**config.mk**
```make
export PLATFORM = sky130hd
export DESIGN_NAME = mem_burst_ctrl_flat
export DESIGN_NICKNAME = d
export VERILOG_FILES = /design/src/rtl/leg_mem_pkg.sv /design/src/rtl/mem_burst_ctrl_if.sv /design/src/rtl/mem_burst_ctrl.sv /design/src/flat_wrapper.sv
export SDC_FILE = /design/constraint.sdc
export NUM_CORES = 1
export LEC_CHECK = 0
export BUFFER_PORTS_ARGS = -buffer_cell sky130_fd_sc_hd__buf_2
export CAP_MARGIN = 20
export CORE_ASPECT_RATIO = 1.2
export CORE_MARGIN = 5
export CORE_UTILIZATION = 41
export DETAILED_ROUTE_END_ITERATION = 16
export PLACE_DENSITY_LB_ADDON = 0.1
export SETUP_SLACK_MARGIN = 0.05
export SYNTH_ARGS = -nofsm -noshare
export SYNTH_HDL_FRONTEND = slang
export SYNTH_SLANG_ARGS = --single-unit
```
**constraint.sdc**
```tcl
create_clock -name clk -period 2.6 [get_ports clk]
set_input_delay 0.13 -clock clk [delete_from_list [all_inputs] [get_ports clk]]
set_output_delay 0.13 -clock clk [all_outputs]
set_load 0.05 [all_outputs]
```
**src/rtl/leg_mem_pkg.sv**
```systemverilog
// Shared constants, state encodings and payload types for the cache-line burst controller.
package leg_mem_pkg;

    localparam int unsigned BLOCKSIZE_DEF = 4;
    localparam int unsigned ADDR_W        = 32;
    localparam int unsigned DATA_W        = 32;
    localparam int unsigned CNT_W         = 2;
    localparam int unsigned LINE_W        = ADDR_W - 4;

    typedef logic [1:0] state_t;

    localparam logic [1:0] ST_IDLE      = 2'd0;
    localparam logic [1:0] ST_WRITEBACK = 2'd1;
    localparam logic [1:0] ST_FILL      = 2'd2;
    localparam logic [1:0] ST_DONE      = 2'd3;

    // Memory-side request payload for one beat.
    typedef struct packed {
        logic [ADDR_W-1:0] haddr;
        logic [DATA_W-1:0] hwdata;
        logic              hwrite;
        logic              hread;
        logic              hsel;
    } mem_req_t;

    // Word address of beat `cnt` within a line.
    function automatic logic [ADDR_W-1:0] beat_addr(input logic [LINE_W-1:0] line,
                                                    input logic [CNT_W-1:0]  cnt);
        return {line, cnt, 2'b00};
    endfunction

endpackage

```
**src/rtl/mem_burst_ctrl_if.sv**
```systemverilog
// Cache-side and memory-side signals of the burst controller, with modports for both ends.
interface mem_burst_ctrl_if;
    import leg_mem_pkg::*;

    logic              Fill;
    logic              WB;
    logic [ADDR_W-1:0] FillAddr;
    logic [ADDR_W-1:0] WBAddr;
    logic [DATA_W-1:0] WBData;
    logic [DATA_W-1:0] HRData;
    logic              HReady;

    logic [ADDR_W-1:0] HAddr;
    logic [DATA_W-1:0] HWData;
    logic              HWrite;
    logic              HRead;
    logic              HSEL;
    logic [DATA_W-1:0] FillData;
    logic              FillWe;
    logic [CNT_W-1:0]  WordOffset;
    logic              Busy;
    logic              Done;

    modport slave (
        input  Fill, WB, FillAddr, WBAddr, WBData, HRData, HReady,
        output HAddr, HWData, HWrite, HRead, HSEL, FillData, FillWe, WordOffset, Busy, Done
    );

    modport master (
        output Fill, WB, FillAddr, WBAddr, WBData, HRData, HReady,
        input  HAddr, HWData, HWrite, HRead, HSEL, FillData, FillWe, WordOffset, Busy, Done
    );

endinterface

```
**src/rtl/mem_burst_ctrl.sv**
```systemverilog
// Line-fill / writeback burst controller: moves a cache line as BLOCKSIZE word beats,
// writeback first when both are requested, then a single Done pulse.
module mem_burst_ctrl
    import leg_mem_pkg::*;
#(
    parameter int unsigned BLOCKSIZE = BLOCKSIZE_DEF
) (
    input logic             clk,
    input logic             reset,
    mem_burst_ctrl_if.slave bus
);

    localparam logic [CNT_W-1:0] LAST_BEAT = CNT_W'(BLOCKSIZE - 1);

    logic [1:0]        r_state;
    logic [CNT_W-1:0]  r_cnt;
    logic [LINE_W-1:0] r_fill_line;
    logic [LINE_W-1:0] r_wb_line;
    logic              r_fill_pend;

    logic [1:0]        w_state_nxt;
    logic [CNT_W-1:0]  w_cnt_nxt;
    logic [LINE_W-1:0] w_fill_line_nxt;
    logic [LINE_W-1:0] w_wb_line_nxt;
    logic              w_fill_pend_nxt;

    mem_req_t          w_req;
    logic [DATA_W-1:0] w_fill_data;
    logic              w_fill_we;
    logic              w_unused;

    // Line offsets are ignored; requests are always whole, aligned lines.
    assign w_unused = ^{bus.FillAddr[3:0], bus.WBAddr[3:0]};

    // State register.
    always_ff @(posedge clk) begin
        if (reset) begin
            r_state     <= ST_IDLE;
            r_cnt       <= '0;
            r_fill_line <= '0;
            r_wb_line   <= '0;
            r_fill_pend <= 1'b0;
        end else begin
            r_state     <= w_state_nxt;
            r_cnt       <= w_cnt_nxt;
            r_fill_line <= w_fill_line_nxt;
            r_wb_line   <= w_wb_line_nxt;
            r_fill_pend <= w_fill_pend_nxt;
        end
    end

    // Next-state and beat decode.
    always_comb begin
        w_state_nxt     = r_state;
        w_cnt_nxt       = r_cnt;
        w_fill_line_nxt = r_fill_line;
        w_wb_line_nxt   = r_wb_line;
        w_fill_pend_nxt = r_fill_pend;
        w_req           = '0;
        w_fill_data     = '0;
        w_fill_we       = 1'b0;

        case (r_state)
            ST_IDLE: begin
                if (bus.WB || bus.Fill) begin
                    w_fill_line_nxt = bus.FillAddr[ADDR_W-1:4];
                    w_wb_line_nxt   = bus.WBAddr[ADDR_W-1:4];
                    w_cnt_nxt       = '0;
                    // A fill arriving with a writeback waits until the writeback finishes.
                    w_fill_pend_nxt = bus.WB && bus.Fill;
                    w_state_nxt     = bus.WB ? ST_WRITEBACK : ST_FILL;
                end
            end

            ST_WRITEBACK: begin
                w_req.hsel   = 1'b1;
                w_req.hwrite = 1'b1;
                w_req.haddr  = beat_addr(r_wb_line, r_cnt);
                w_req.hwdata = bus.WBData;
                if (bus.HReady) begin
                    if (r_cnt == LAST_BEAT) begin
                        w_cnt_nxt       = '0;
                        w_fill_pend_nxt = 1'b0;
                        w_state_nxt     = r_fill_pend ? ST_FILL : ST_DONE;
                    end else begin
                        w_cnt_nxt = r_cnt + CNT_W'(1);
                    end
                end
            end

            ST_FILL: begin
                w_req.hsel  = 1'b1;
                w_req.hread = 1'b1;
                w_req.haddr = beat_addr(r_fill_line, r_cnt);
                w_fill_data = bus.HRData;
                w_fill_we   = bus.HReady;
                if (bus.HReady) begin
                    if (r_cnt == LAST_BEAT) begin
                        w_cnt_nxt   = '0;
                        w_state_nxt = ST_DONE;
                    end else begin
                        w_cnt_nxt = r_cnt + CNT_W'(1);
                    end
                end
            end

            ST_DONE: begin
                w_state_nxt = ST_IDLE;
            end

            default: begin
                w_state_nxt = ST_IDLE;
            end
        endcase
    end

    // Outputs decode from the state register; data and write-enable pass through in the beat cycle.
    assign bus.HAddr      = w_req.haddr;
    assign bus.HWData     = w_req.hwdata;
    assign bus.HWrite     = w_req.hwrite;
    assign bus.HRead      = w_req.hread;
    assign bus.HSEL       = w_req.hsel;
    assign bus.FillData   = w_fill_data;
    assign bus.FillWe     = w_fill_we;
    assign bus.WordOffset = r_cnt;
    assign bus.Busy       = (r_state != ST_IDLE);
    assign bus.Done       = (r_state == ST_DONE);

endmodule

```
**src/flat_wrapper.sv**
```systemverilog
// flat-port wrapper written by rule: the top's interface ports become plain ports
module mem_burst_ctrl_flat import leg_mem_pkg::*;
#(
    parameter int unsigned BLOCKSIZE = BLOCKSIZE_DEF
)
  (clk, reset, bus_Fill, bus_WB, bus_FillAddr, bus_WBAddr, bus_WBData, bus_HRData, bus_HReady, bus_HAddr, bus_HWData, bus_HWrite, bus_HRead, bus_HSEL, bus_FillData, bus_FillWe, bus_WordOffset, bus_Busy, bus_Done);
  mem_burst_ctrl_if bus_i ();
  input logic clk;
  input logic reset;
  input wire logic [$bits(bus_i.Fill)-1:0] bus_Fill;
  input wire logic [$bits(bus_i.WB)-1:0] bus_WB;
  input wire logic [$bits(bus_i.FillAddr)-1:0] bus_FillAddr;
  input wire logic [$bits(bus_i.WBAddr)-1:0] bus_WBAddr;
  input wire logic [$bits(bus_i.WBData)-1:0] bus_WBData;
  input wire logic [$bits(bus_i.HRData)-1:0] bus_HRData;
  input wire logic [$bits(bus_i.HReady)-1:0] bus_HReady;
  output wire logic [$bits(bus_i.HAddr)-1:0] bus_HAddr;
  output wire logic [$bits(bus_i.HWData)-1:0] bus_HWData;
  output wire logic [$bits(bus_i.HWrite)-1:0] bus_HWrite;
  output wire logic [$bits(bus_i.HRead)-1:0] bus_HRead;
  output wire logic [$bits(bus_i.HSEL)-1:0] bus_HSEL;
  output wire logic [$bits(bus_i.FillData)-1:0] bus_FillData;
  output wire logic [$bits(bus_i.FillWe)-1:0] bus_FillWe;
  output wire logic [$bits(bus_i.WordOffset)-1:0] bus_WordOffset;
  output wire logic [$bits(bus_i.Busy)-1:0] bus_Busy;
  output wire logic [$bits(bus_i.Done)-1:0] bus_Done;
  assign bus_i.Fill = bus_Fill;
  assign bus_i.WB = bus_WB;
  assign bus_i.FillAddr = bus_FillAddr;
  assign bus_i.WBAddr = bus_WBAddr;
  assign bus_i.WBData = bus_WBData;
  assign bus_i.HRData = bus_HRData;
  assign bus_i.HReady = bus_HReady;
  assign bus_HAddr = bus_i.HAddr;
  assign bus_HWData = bus_i.HWData;
  assign bus_HWrite = bus_i.HWrite;
  assign bus_HRead = bus_i.HRead;
  assign bus_HSEL = bus_i.HSEL;
  assign bus_FillData = bus_i.FillData;
  assign bus_FillWe = bus_i.FillWe;
  assign bus_WordOffset = bus_i.WordOffset;
  assign bus_Busy = bus_i.Busy;
  assign bus_Done = bus_i.Done;
  mem_burst_ctrl #(.BLOCKSIZE(BLOCKSIZE)) u_core (.clk(clk), .reset(reset), .bus(bus_i));
endmodule
```
==> results.yml <==
clock_network:
  cts_setup_buffers: 0
  cts_tree: "built"
  clkSinkCount: 61
  postCtsHoldBufs: 0
  clkSlewWorstSetupHoldPaths_ps: 70
  cts_buffers: 9
  max-clock-path-buffers: 2
  cts_root_buf: "clkbuf_8"
  cts_resized: 0
  clock_latency_ps: 340
  h-tree-depth: 3
cells_and_area:
  finalInstanceArea_um2: 4630
  layout-drive-gt1-share: 0.389
  nets: 792
  area_growth_pct: 44.0
  antenna_cells: 0
global_routing:
  gr-total-overflow: 0
  grt_pass1_vias: 3628
  grt_max_degree: 45
  grtUsageTotal: 0.216
  antenna_found_initial: 0
  grt_pass1_wl_um: 17200
logic_synthesis:
  synth.largest_area_cell: "dfxtp_1"
  synth_enable_flop_cells: 0
  synth_common_cells: "114 x nand2_1, 65 x and2_1, 61 x dfxtp_1"
  yosysTopAreaCellShare: 0.380
  ys_seq_area_frac: 0.380
  synthTopCellsByArea: "dfxtp_1 38%, nand2_1 13%, and2_1 13%, a21oi_1 8.9%, a22oi_1 6.5%"
  ys_ff_latch: 61
  ys_warn_count: 0
  synthCells: 437
  synth.most_common_cell: "nand2_1"
  synth_cell_types: 29
  avgSynthCellArea_um2: 7.35
  synth-async-reset-ratio: 0
  syn_area_um2: 3210
  ys.flop_type: "dfxtp_1"
floorplan:
  io_pins: 237
  die_h_um: 107
  core_area_um2: 7660
  initial_core_util: 0.419
  dieArea_um2: 9710
  die_x_um: 90.8
  rows: 35
route:
  route.vias.total: 3687
  wl_per_cell_um: 14.6
  drc: 0
  drt-total-wl_um: 10900
  drt_pass1_iterations: 4
  vias_per_cell: 4.94
  ant_nets: 0
  drtIter0Drc: 133
critical_path:
  worstPathMaxFanout: 18
  path_class: "register to output port"
  end_kind: "output port"
  crit_required_ps: 2470
  worst_setup_path_start_kind: "register"
  cp.arrival_ps: 2090
sta:
  finalSetupTns_ps: 0
  slew_violations: 0
  setup_viol: 0
  slew_headroom: 0.458
  layout_min_cycle_time_ps: 2220
  period_share: 0.852
  finalClockSkew_ps: 6.80
  worstMarginPinSlew_ps: 812
  rsz0062_at_grt: "false"
  timing.fmax_mhz: 451
  hold_viol: 0
place:
  dp_hpwl_um: 8230
  place_area_um2: 4410
  place_congestion: 0.852
  io_buffers: 226
power:
  power_density_nw_per_um2: 965
  p_sw_frac: 0.481
  seqPwrFrac: 0.286
  p_switching_w: 0.00215
  vdd_drop_max_mv: 0.571
  pwr-share-clk: 0.179
  p_int_w: 0.00232
  leakagePower_nw: 2.36
  combPwrFrac: 0.535
status:
  outcome: "finished clean"
flow_run:
  maxCapViolCount: 0
worst_hold_path:
  holdCritPathClass: "input pin to register"
[worst paths after layout]
| kind | startpoint | to | slack, ps | depth (start not counted) |
|---|---|---|---|---|
| setup / recovery | u_core.r_state[0] | bus_HAddr[3] | 380 | 6 |
| hold / removal | bus_WBAddr[8] | u_core.r_wb_line[4] | 30 | 3 |
| setup reg to reg | u_core.r_state[0] | u_core.r_state[0] | 510 | 6 |
| hold reg to reg | u_core.r_fill_line[25] | u_core.r_fill_line[25] | 450 | 2 |
[state kept, by name, summed over array words and instances (netlist names)]
signal	count
u_core.bus.WordOffset	2
u_core.r_fill_line	28
u_core.r_fill_pend	1
u_core.r_state	2
u_core.r_wb_line	28
[power by group through the flow]
stage               clock network (W)  registers [W]  logic, W
global placement                    0        0.00129   0.00236
finish                       0.000799        0.00128   0.00239
floorplan                           0        0.00130   0.00176
detailed placement                  0        0.00130   0.00237
global route                 0.000862        0.00130   0.00259
CTS                          0.000824        0.00128   0.00238
[critical path, stage by stage, from the launching register on]
cell     delay [ps]
dfxtp_1         420
inv_1           120
ha_1            390
buf_4           240
o21ai_0         180
nor2_1          130
buf_2           280
[cell type report]
type                            instances  area [µm²]
Inverter                                7        26.3
Tap cell                               92         115
Sequential cell                        61        1220
Clock inverter                          4        50.0
Fill cell                             741        3040
Timing Repair Buffer                  239        1250
Multi-Input combinational cell        333        1830
Clock buffer                           11         131
[stage by stage]
| stage | util | total power, W | std cells | hold slack, ps | worst slack [ps] |
|---|---|---|---|---|---|
| final | 0.604 | 0.00447 | 747 | 25.7 | 384 |
| after global routing | 0.604 | 0.00475 | 747 | 4.06 | 248 |
| after CTS | 0.599 | 0.00448 | 745 | 9.45 | 328 |
| after detailed placement | 0.575 | 0.00367 | 730 | 378 | 552 |
| after global placement | 0.575 | 0.00365 | 730 | 372 | 581 |
| after floorplan | - | 0.00306 | 438 | 266 | 69.9 |
[cell usage in the layout (no fill, tap or decap), types with 9 or more instances in the layout]
master    synthesis  routed
clkbuf_8          0       9
nor2_1           10       9
dfxtp_1          61      61
a22oi_1          28      28
and2_1           65      65
nand2_1         114     114
buf_4             2      11
a21oi_1          57      57
buf_2             5     226
nor2b_1          29      29
[routing by layer]
metal	wire, µm	global-route usage
met1	4140	0.235
met2	5580	0.393
met3	1020	0.0688
met4	138	0.0734
met5	0	0
[kinds of logic after synthesis]
family,Yosys count,synth area share
adders and majority gates,8,0.0312
DFF,61,0.380
and+or+nand+nor,226,0.348
buffers and inverters,44,0.0580
muxes,2,0.00623
AOI/OAI and AO/OA,95,0.176
other,1,0.00117
No activity file was read; power rests on OpenSTA's default activity.
